--- src/rtl/ram_arb_pkg.sv ---
// Shared types and helpers for the two-host single-port RAM arbiter.
package ram_arb_pkg;

    typedef enum logic {
        HostData  = 1'b0,
        HostInstr = 1'b1
    } host_e;

    localparam int unsigned RamWordBytes = 4;

    // Byte address falls inside [base, base + depth*4); addr[1:0] cannot change the outcome
    // because the window is word aligned.
    function automatic logic in_range(input logic [31:0] addr,
                                      input logic [31:0] base,
                                      input int unsigned depth);
        logic [31:0] span;
        span = 32'(depth * RamWordBytes);
        return (addr >= base) && (addr < base + span);
    endfunction

endpackage

--- src/rtl/ram_arb_rr2.sv ---
// Two-way round-robin picker; bit 0 is the data host, bit 1 the instruction host.
module ram_arb_rr2
    import ram_arb_pkg::*;
(
    input  logic       clk_i,
    input  logic       rst_ni,
    input  logic [1:0] req,
    output logic [1:0] gnt
);

    host_e prio_q;

    always_comb begin
        gnt = req;
        if (req == 2'b11) begin
            gnt = (prio_q == HostInstr) ? 2'b10 : 2'b01;
        end
    end

    // Preference always hands over to the host that did not just win.
    always_ff @(posedge clk_i or negedge rst_ni) begin
        if (!rst_ni) begin
            prio_q <= HostData;
        end else if (gnt[0]) begin
            prio_q <= HostInstr;
        end else if (gnt[1]) begin
            prio_q <= HostData;
        end
    end

endmodule

--- src/rtl/ram_1p_arbiter.sv ---
// Shares one single-port, one-cycle-latency word RAM between the data and fetch ports,
// answering out-of-window accesses locally with an error response.
module ram_1p_arbiter
    import ram_arb_pkg::*;
#(
    parameter int unsigned Depth    = 128,
    parameter logic [31:0] BaseAddr = 32'h0010_0000
) (
    input  logic        clk_i,
    input  logic        rst_ni,
    input  logic        data_req_i,
    output logic        data_gnt_o,
    input  logic        data_we_i,
    input  logic [3:0]  data_be_i,
    input  logic [31:0] data_addr_i,
    input  logic [31:0] data_wdata_i,
    output logic        data_rvalid_o,
    output logic [31:0] data_rdata_o,
    output logic        data_err_o,
    input  logic        instr_req_i,
    output logic        instr_gnt_o,
    input  logic [31:0] instr_addr_i,
    output logic        instr_rvalid_o,
    output logic [31:0] instr_rdata_o,
    output logic        instr_err_o,
    output logic        ram_req_o,
    output logic        ram_we_o,
    output logic [3:0]  ram_be_o,
    output logic [31:0] ram_addr_o,
    output logic [31:0] ram_wdata_o,
    input  logic        ram_rvalid_i,
    input  logic [31:0] ram_rdata_i
);

    logic [1:0]  req;
    logic [1:0]  gnt;
    logic        granted;
    host_e       winner;
    logic [31:0] sel_addr;
    logic        sel_we;
    logic [3:0]  sel_be;
    logic [31:0] sel_wdata;
    logic        sel_in_range;
    logic        ram_hit;

    logic        rsp_valid_q;
    host_e       rsp_host_q;
    logic        rsp_err_q;

    // Requests are masked in reset so grants and ram_req_o read zero while rst_ni is low.
    assign req = {instr_req_i, data_req_i} & {2{rst_ni}};

    ram_arb_rr2 u_rr2 (
        .clk_i  (clk_i),
        .rst_ni (rst_ni),
        .req    (req),
        .gnt    (gnt)
    );

    always_comb begin
        granted   = |gnt;
        winner    = gnt[1] ? HostInstr : HostData;
        sel_addr  = gnt[1] ? instr_addr_i : data_addr_i;
        sel_we    = gnt[1] ? 1'b0 : data_we_i;
        sel_be    = gnt[1] ? 4'hF : data_be_i;
        sel_wdata = gnt[1] ? 32'h0 : data_wdata_i;
        sel_in_range = in_range(sel_addr, BaseAddr, Depth);
        ram_hit   = granted && sel_in_range;
    end

    assign data_gnt_o  = gnt[0];
    assign instr_gnt_o = gnt[1];

    assign ram_req_o   = ram_hit;
    assign ram_we_o    = ram_hit && sel_we;
    assign ram_be_o    = ram_hit ? sel_be    : 4'h0;
    assign ram_addr_o  = ram_hit ? sel_addr  : 32'h0;
    assign ram_wdata_o = ram_hit ? sel_wdata : 32'h0;

    always_ff @(posedge clk_i or negedge rst_ni) begin
        if (!rst_ni) begin
            rsp_valid_q <= 1'b0;
            rsp_host_q  <= HostData;
            rsp_err_q   <= 1'b0;
        end else begin
            rsp_valid_q <= granted;
            rsp_host_q  <= granted ? winner : HostData;
            rsp_err_q   <= granted && !sel_in_range;
        end
    end

    // Only the host that owns the outstanding response sees anything on its return path.
    assign data_rvalid_o  = rsp_valid_q && (rsp_host_q == HostData);
    assign data_err_o     = data_rvalid_o && rsp_err_q;
    assign data_rdata_o   = (data_rvalid_o && !rsp_err_q) ? ram_rdata_i : 32'h0;

    assign instr_rvalid_o = rsp_valid_q && (rsp_host_q == HostInstr);
    assign instr_err_o    = instr_rvalid_o && rsp_err_q;
    assign instr_rdata_o  = (instr_rvalid_o && !rsp_err_q) ? ram_rdata_i : 32'h0;

    ram_rvalid_matches_rsp: assert property (@(posedge clk_i) disable iff (!rst_ni)
        ram_rvalid_i == (rsp_valid_q && !rsp_err_q));

endmodule

--- config.mk ---
export PLATFORM = sky130hd
export DESIGN_NAME = ram_1p_arbiter
export DESIGN_NICKNAME = d
export VERILOG_FILES = /design/src/rtl/ram_arb_pkg.sv /design/src/rtl/ram_arb_rr2.sv /design/src/rtl/ram_1p_arbiter.sv
export SDC_FILE = /design/constraint.sdc
export NUM_CORES = 1
export LEC_CHECK = 0
export CAP_MARGIN = 20
export CORE_AREA = 2 2 107 109
export DETAILED_ROUTE_END_ITERATION = 6
export DIE_AREA = 0 0 109 111
export DONT_BUFFER_PORTS = 1
export PLACE_DENSITY = 0.3
export SYNTH_ARGS = -nofsm -noshare
export SYNTH_HDL_FRONTEND = slang
export SYNTH_HIERARCHICAL = 1
export SYNTH_SLANG_ARGS = --single-unit
--- constraint.sdc ---
create_clock -name clk_i -period 2.7 [get_ports clk_i]
set_input_delay 0.54 -clock clk_i [delete_from_list [all_inputs] [get_ports clk_i]]
set_output_delay 0.54 -clock clk_i [all_outputs]
set_load 0.05 [all_outputs]
==> flow_summary.json, run 1 <==
{
  "status": "finished, final reports clean",
  "critPathMaxFanout": 8,
  "critPathLaunchType": "input port",
  "area_delta_synth_final_pct": 143,
  "crit_cells": 8,
  "die_x_um": 109,
  "startpoint": "rst_ni",
  "maxCapViolCount": 0,
  "cts_tree": "built",
  "final_nets": 440,
  "track_usage_pct": 10.5,
  "fin_skew_ps": 4.19,
  "ctsHtreeMaxLevel": 1,
  "finalHoldViolCount": 0,
  "setup_viol": 0,
  "critPathRequiredTime_ps": 2160,
  "clock_latency_ps": 220,
  "setup_ws_ps": 122,
  "routed_wl_um": 7150,
  "grt_max_degree": 34,
  "core_um2": 11100,
  "place_ws_ps": 49.6,
  "cp_slowest_cell": "a211oi_4",
  "cts.sinks": 4,
  "crit_arrival_ps": 2040,
  "yosysMostFrequentCell": "and2_1",
  "fin_area_um2": 3520,
  "gp_congestion": 0.787,
  "r2r_start": "u_rr2/prio_q$_DFFE_PN0P_",
  "crit_top_cell": "and2_4",
  "synth_flop_cell": "dfrtp_1",
  "yosysSeqAreaShare_pct": 6.92,
  "clk_pin_slew_worst_paths_ps": 30,
  "synth_cell_types": 25,
  "synthesis.area_um2": 1450,
  "finalPower_w": 0.000804,
  "drtAntennaViolNets": 0,
  "synth_xor_area_share_pct": 0,
  "drive_above_1_share_pct": 54.0,
  "route.vias.total": 1810,
  "setup.worst_path.end": "ram_wdata_o[7]",
  "grt_pass1_wl_um": 9720,
  "synthMuxAreaShare_pct": 0,
  "yosysTopAreaCell": "and2_1",
  "crit_path_end_kind": "output port",
  "drt_iter0_drc": 84,
  "dp.final_hpwl_um": 6260,
  "route.detailed.drc": 0,
  "ctsHoldBuffers": 0,
  "slew_headroom_pct": 63.1,
  "synth_common_cells": "and2_1 (102), buf_4 (22), nand3_1 (22)",
  "portBuffers": 0,
  "syn_inst": 219,
  "root_buffer": "clkbuf_16",
  "first_global_vias": 1703,
  "fmax_mhz": 388,
  "first_pass_iters": 4,
  "rr_endpoint": "rsp_err_q$_DFF_PN0_",
  "async_reset_ff_share_pct": 100,
  "yosysTopAreaCellShare_pct": 44.1,
  "cp_top_family": "simple AND/OR/NAND/NOR gates",
  "ff2ff_path_depth": 6,
  "grt-ovfl-total": 0,
  "crit_chain": "and2_4 > a21boi_4 > nor4b_4 > nand2_2 > a211oi_4 > buf_6 > clkbuf_16 > and2_4",
  "p_per_area_nw_per_um2": 228,
  "synthSimpleGateAreaFrac_pct": 65.4,
  "synth-compound-area-share_pct": 9.26,
  "path_class": "in -> out",
  "synth-seq-cells": 4,
  "synth_top_family_by_area": "simple AND/OR/NAND/NOR gates",
  "clock_path_buffers": 2,
  "rows": 39,
  "rsz0062_at_grt": "no",
  "via_per_inst": 4.09,
  "avgSynthCellArea_um2": 6.60,
  "path_buf_inv": 2,
  "final-max-slew-violation-count": 0,
  "diodes": 0,
  "critical-path-max-stage-delay_ps": 270,
  "fin_crit_sh_pct": 95.5,
  "start_util_pct": 13.1,
  "die_area_um2": 12100,
  "antenna_found_initial": 0,
  "io_pins": 278,
  "synthTopCellsByArea": "and2_1 (44%), buf_4 (11%), nand3_1 (7.6%), dfrtp_1 (6.9%), a21oi_1 (5.9%)",
  "fin_crit_ps": 2580,
  "leakage_nw": 1.34,
  "synth_edf_count": 0,
  "yosysWarnings": 6,
  "worst_pin_slew_ps": 556,
  "wire_per_inst_um": 16.1,
  "hold_path.class": "in -> async",
  "vdd_drop_max_uv": 209,
  "cts_buffers": 3,
  "synthAdderAreaFrac_pct": 0,
  "die_y_um": 111,
  "rrSetupSlack_ps": 1290,
  "placed_area_um2": 3340
}
[where the power goes]
group	internal, W	switching [W]
clock	0.000189	0.0000402
sequential	0.0000677	0.00000494
combinational	0.000190	0.000311
total	0.000447	0.000356
[what timing repair did]
action | CTS | global route
setup buffers | 0 | 3
endpoints found under the setup margin | 0 | 48
resized for setup | 0 | 6
[worst register-to-register path, cell delays in order (launching register included)]
cell and delay [ps]:
dfrtp_2 350, inv_1 60, a21boi_4 180, nor4b_4 230, nand2_2 130, a21boi_0 210
o22ai_1 110
[flip-flops by register name (all words and copies together), names as in the netlist]
register and count:
rsp_host_q 1, rsp_valid_q 1, u_rr2/prio_q 1, rsp_err_q 1
[worst min-delay path by stage]
stage | to | cells after the start
global placement | u_rr2/prio_q$_DFFE_PN0P_ | 0
floorplan | rsp_err_q$_DFF_PN0_ | 0
CTS | u_rr2/prio_q$_DFFE_PN0P_ | 0
finish | u_rr2/prio_q$_DFFE_PN0P_ | 0
global route | u_rr2/prio_q$_DFFE_PN0P_ | 0
detailed placement | u_rr2/prio_q$_DFFE_PN0P_ | 0
[area by class of cell]
cell class                      instances  area [µm²]
Clock buffer                            3        75.1
Fill cell                            1106        7560
Inverter                                2        7.51
Multi-Input combinational cell        195        1430
Sequential cell                         4         101
Tap cell                              143         179
Timing Repair Buffer                   96        1730
[through the flow]
step	std cells	hold WS, ps	setup TNS, ps	util [%]
final	443	12.5	0	31.8
after global routing	443	3.49	0	31.8
after CTS	437	9.32	0	30.8
after detailed placement	434	245	0	30.1
after global placement	434	245	0	30.1
after floorplan	240	244	-6600	-
[logic make-up after synthesis]
logic type,count (synthesis)
AOI/OAI and AO/OA,22
other,1
buffers and inverters,41
and+or+nand+nor,151
DFF,4
[placed cells by master (no fill, tap or decap), drive strengths merged]
master / Yosys / routed
o22ai: 1 / 1
conb: 1 / 22
nand4: 1 / 1
and3: 1 / 1
or2: 1 / 1
nor4: 9 / 9
a21oi: 17 / 17
nand3: 22 / 22
nor2: 1 / 1
inv: 2 / 2
buf: 28 / 94
and2: 102 / 102
clkbuf: 11 / 5
nor2b: 4 / 4
a211oi: 1 / 1
dfrtp: 4 / 4
a21boi: 3 / 3
nand2: 5 / 5
nor4b: 3 / 3
and4: 2 / 2
[per-layer routing]
layer | share of wire [%] | GRT usage (%) | up-vias
li1 | - | - | 836
met1 | 34 | 11.3 | 812
met2 | 51 | 19.2 | 160
met3 | 14 | 3.76 | 2
met4 | 0.77 | 2.48 | 0
met5 | 0 | 0 | -
(Power assumes the default switching activity.)
==> inputs of run 2 (changes only) <==
--- a/config.mk
+++ b/config.mk
@@ -10,7 +10,7 @@
 export DETAILED_ROUTE_END_ITERATION = 6
 export DIE_AREA = 0 0 109 111
 export DONT_BUFFER_PORTS = 1
-export PLACE_DENSITY = 0.3
+export PLACE_DENSITY_LB_ADDON = 0.15
 export SYNTH_ARGS = -nofsm -noshare
 export SYNTH_HDL_FRONTEND = slang
 export SYNTH_HIERARCHICAL = 1
==> run 2 against run 1 <==
  * Global-route usage is 0.23 points lower
  * Die area stayed put
  * Sequential power is 2.9% higher
  * Worst hold slack better by 0.89 ps
  * Clock power hardly changed
  * Combinational power is 1% lower
  * Setup slack worse by 52 ps
  * Clock skew is 2.8 ps lower
  * Fmax is 2.0% lower
  * Sequential cell count stayed put
  * Critical endpoint is now ram_wdata_o[5]
  * Largest power group unchanged
  * Highest routed layer unchanged
==> flow_summary.json, run 2 (same netlist as run 1, synthesis figures left out) <==
{
  "grt_pass1_wl_um": 9600,
  "routed_wl_um": 7040,
  "ctsHtreeMaxLevel": 1,
  "rows": 39,
  "gp_congestion": 0.774,
  "maxCapViolCount": 0,
  "worst_pin_slew_ps": 554,
  "setup_viol": 0,
  "diodes": 0,
  "area_delta_synth_final_pct": 141,
  "fin_skew_ps": 1.36,
  "finalPower_w": 0.000800,
  "p_per_area_nw_per_um2": 230,
  "cts.sinks": 4,
  "fin_crit_sh_pct": 97.4,
  "clk_pin_slew_worst_paths_ps": 30,
  "drive_above_1_share_pct": 53.0,
  "crit_chain": "and2_4 > a21boi_4 > nor4_1 > nand2_1 > a211oi_4 > buf_6 > buf_12 > and2_4",
  "crit_top_cell": "and2_4",
  "first_pass_iters": 4,
  "first_global_vias": 1725,
  "highest_layer": "met4",
  "hold_path.class": "in -> async",
  "crit_arrival_ps": 2090,
  "route.detailed.drc": 0,
  "crit_path_end_kind": "output port",
  "final_cells": 441,
  "rsz0062_at_grt": "yes",
  "finalHoldViolCount": 0,
  "vdd_drop_max_uv": 141,
  "route.vias.total": 1795,
  "route.met3.wl_um": 1110,
  "status": "finished, final reports clean",
  "via_per_inst": 4.07,
  "cp_slowest_cell": "nor4_1",
  "clock_latency_ps": 220,
  "die_area_um2": 12100,
  "drtAntennaViolNets": 0,
  "final_common_cell": "buf_12",
  "placed_area_um2": 3340,
  "cts_tree": "built",
  "final-max-slew-violation-count": 0,
  "slew_headroom_pct": 63.2,
  "fmax_mhz": 380,
  "start_util_pct": 13.1,
  "placedCellCount": 435,
  "io_pins": 278,
  "place_ws_ps": 36.1,
  "wl_met1_um": 2210,
  "ctsHoldBuffers": 0,
  "drt_iter0_drc": 62,
  "grt-ovfl-total": 0,
  "critPathLaunchType": "input port",
  "wire_per_inst_um": 16.0,
  "setup_ws_ps": 70.8,
  "antenna_found_initial": 0,
  "route.met2.wl_um": 3670,
  "track_usage_pct": 10.3,
  "portBuffers": 0,
  "die_x_um": 109,
  "critical-path-max-stage-delay_ps": 290,
  "final_nets": 438,
  "critPathRequiredTime_ps": 2160,
  "die_y_um": 111,
  "critPathMaxFanout": 17,
  "fin_crit_ps": 2630,
  "clock_path_buffers": 2,
  "cts_buffers": 3,
  "grt_max_degree": 34,
  "root_buffer": "clkbuf_16",
  "fin_area_um2": 3480,
  "core_um2": 11100,
  "path_class": "in -> out",
  "dp.final_hpwl_um": 6090,
  "leakage_nw": 1.32,
  "holdWs_ps": 13.4,
  "final_cell_mix": "buf_12 (77), and2_1 (67), and2_4 (35)"
}
run 2: worst paths after layout:
path	cells past startpoint	slack, ps	to	start
max	8	70	ram_wdata_o[5]	instr_req_i
min	0	10	u_rr2/prio_q$_DFFE_PN0P_	rst_ni
max reg2reg	6	1150	rsp_err_q$_DFF_PN0_	u_rr2/prio_q$_DFFE_PN0P_
min reg2reg	1	510	u_rr2/prio_q$_DFFE_PN0P_	u_rr2/prio_q$_DFFE_PN0P_
max in group asynchronous	0	2610	u_rr2/prio_q$_DFFE_PN0P_	rst_ni
min in group clk_i	1	510	u_rr2/prio_q$_DFFE_PN0P_	u_rr2/prio_q$_DFFE_PN0P_
run 2: final cells by class:
| cell class | instances | area (µm²) |
|---|---|---|
| clock buffers | 3 | 75.1 |
| well taps | 143 | 179 |
| fillers | 1120 | 7590 |
| multi-input cells | 195 | 1420 |
| inverters | 2 | 7.51 |
| repair buffers | 94 | 1700 |
| flip-flops and latches | 4 | 101 |
run 2: critical path, delay by kind of cell:
kind	cells	cell delay, ps
compound gates	2	390
simple gates	4	860
buf+inv	2	280
run 2: repair_timing:
| action | CTS | global route |
|---|---|---|
| resized for setup | 0 | 5 |
| setup endpoints to repair | 0 | 33 |
| setup buffers | 0 | 1 |
run 2: report_power, final:
group | switching (W) | internal [W]
combinational | 0.000310 | 0.000187
clock | 0.0000395 | 0.000189
sequential | 0.00000694 | 0.0000678
total | 0.000356 | 0.000444
run 2: metrics by stage:
stage               utilization [%]  setup TNS [ps]
floorplan                         -           -6600
global placement               30.2               0
detailed placement             30.2               0
CTS                            30.9               0
global route                   31.4               0
finish                         31.4               0
run 2: per-layer routing:
layer  track usage, %  vias up
li1                 -      830
met1             9.78      798
met2             19.8      163
met3             4.47        4
met4             2.31        0
met5                0        -
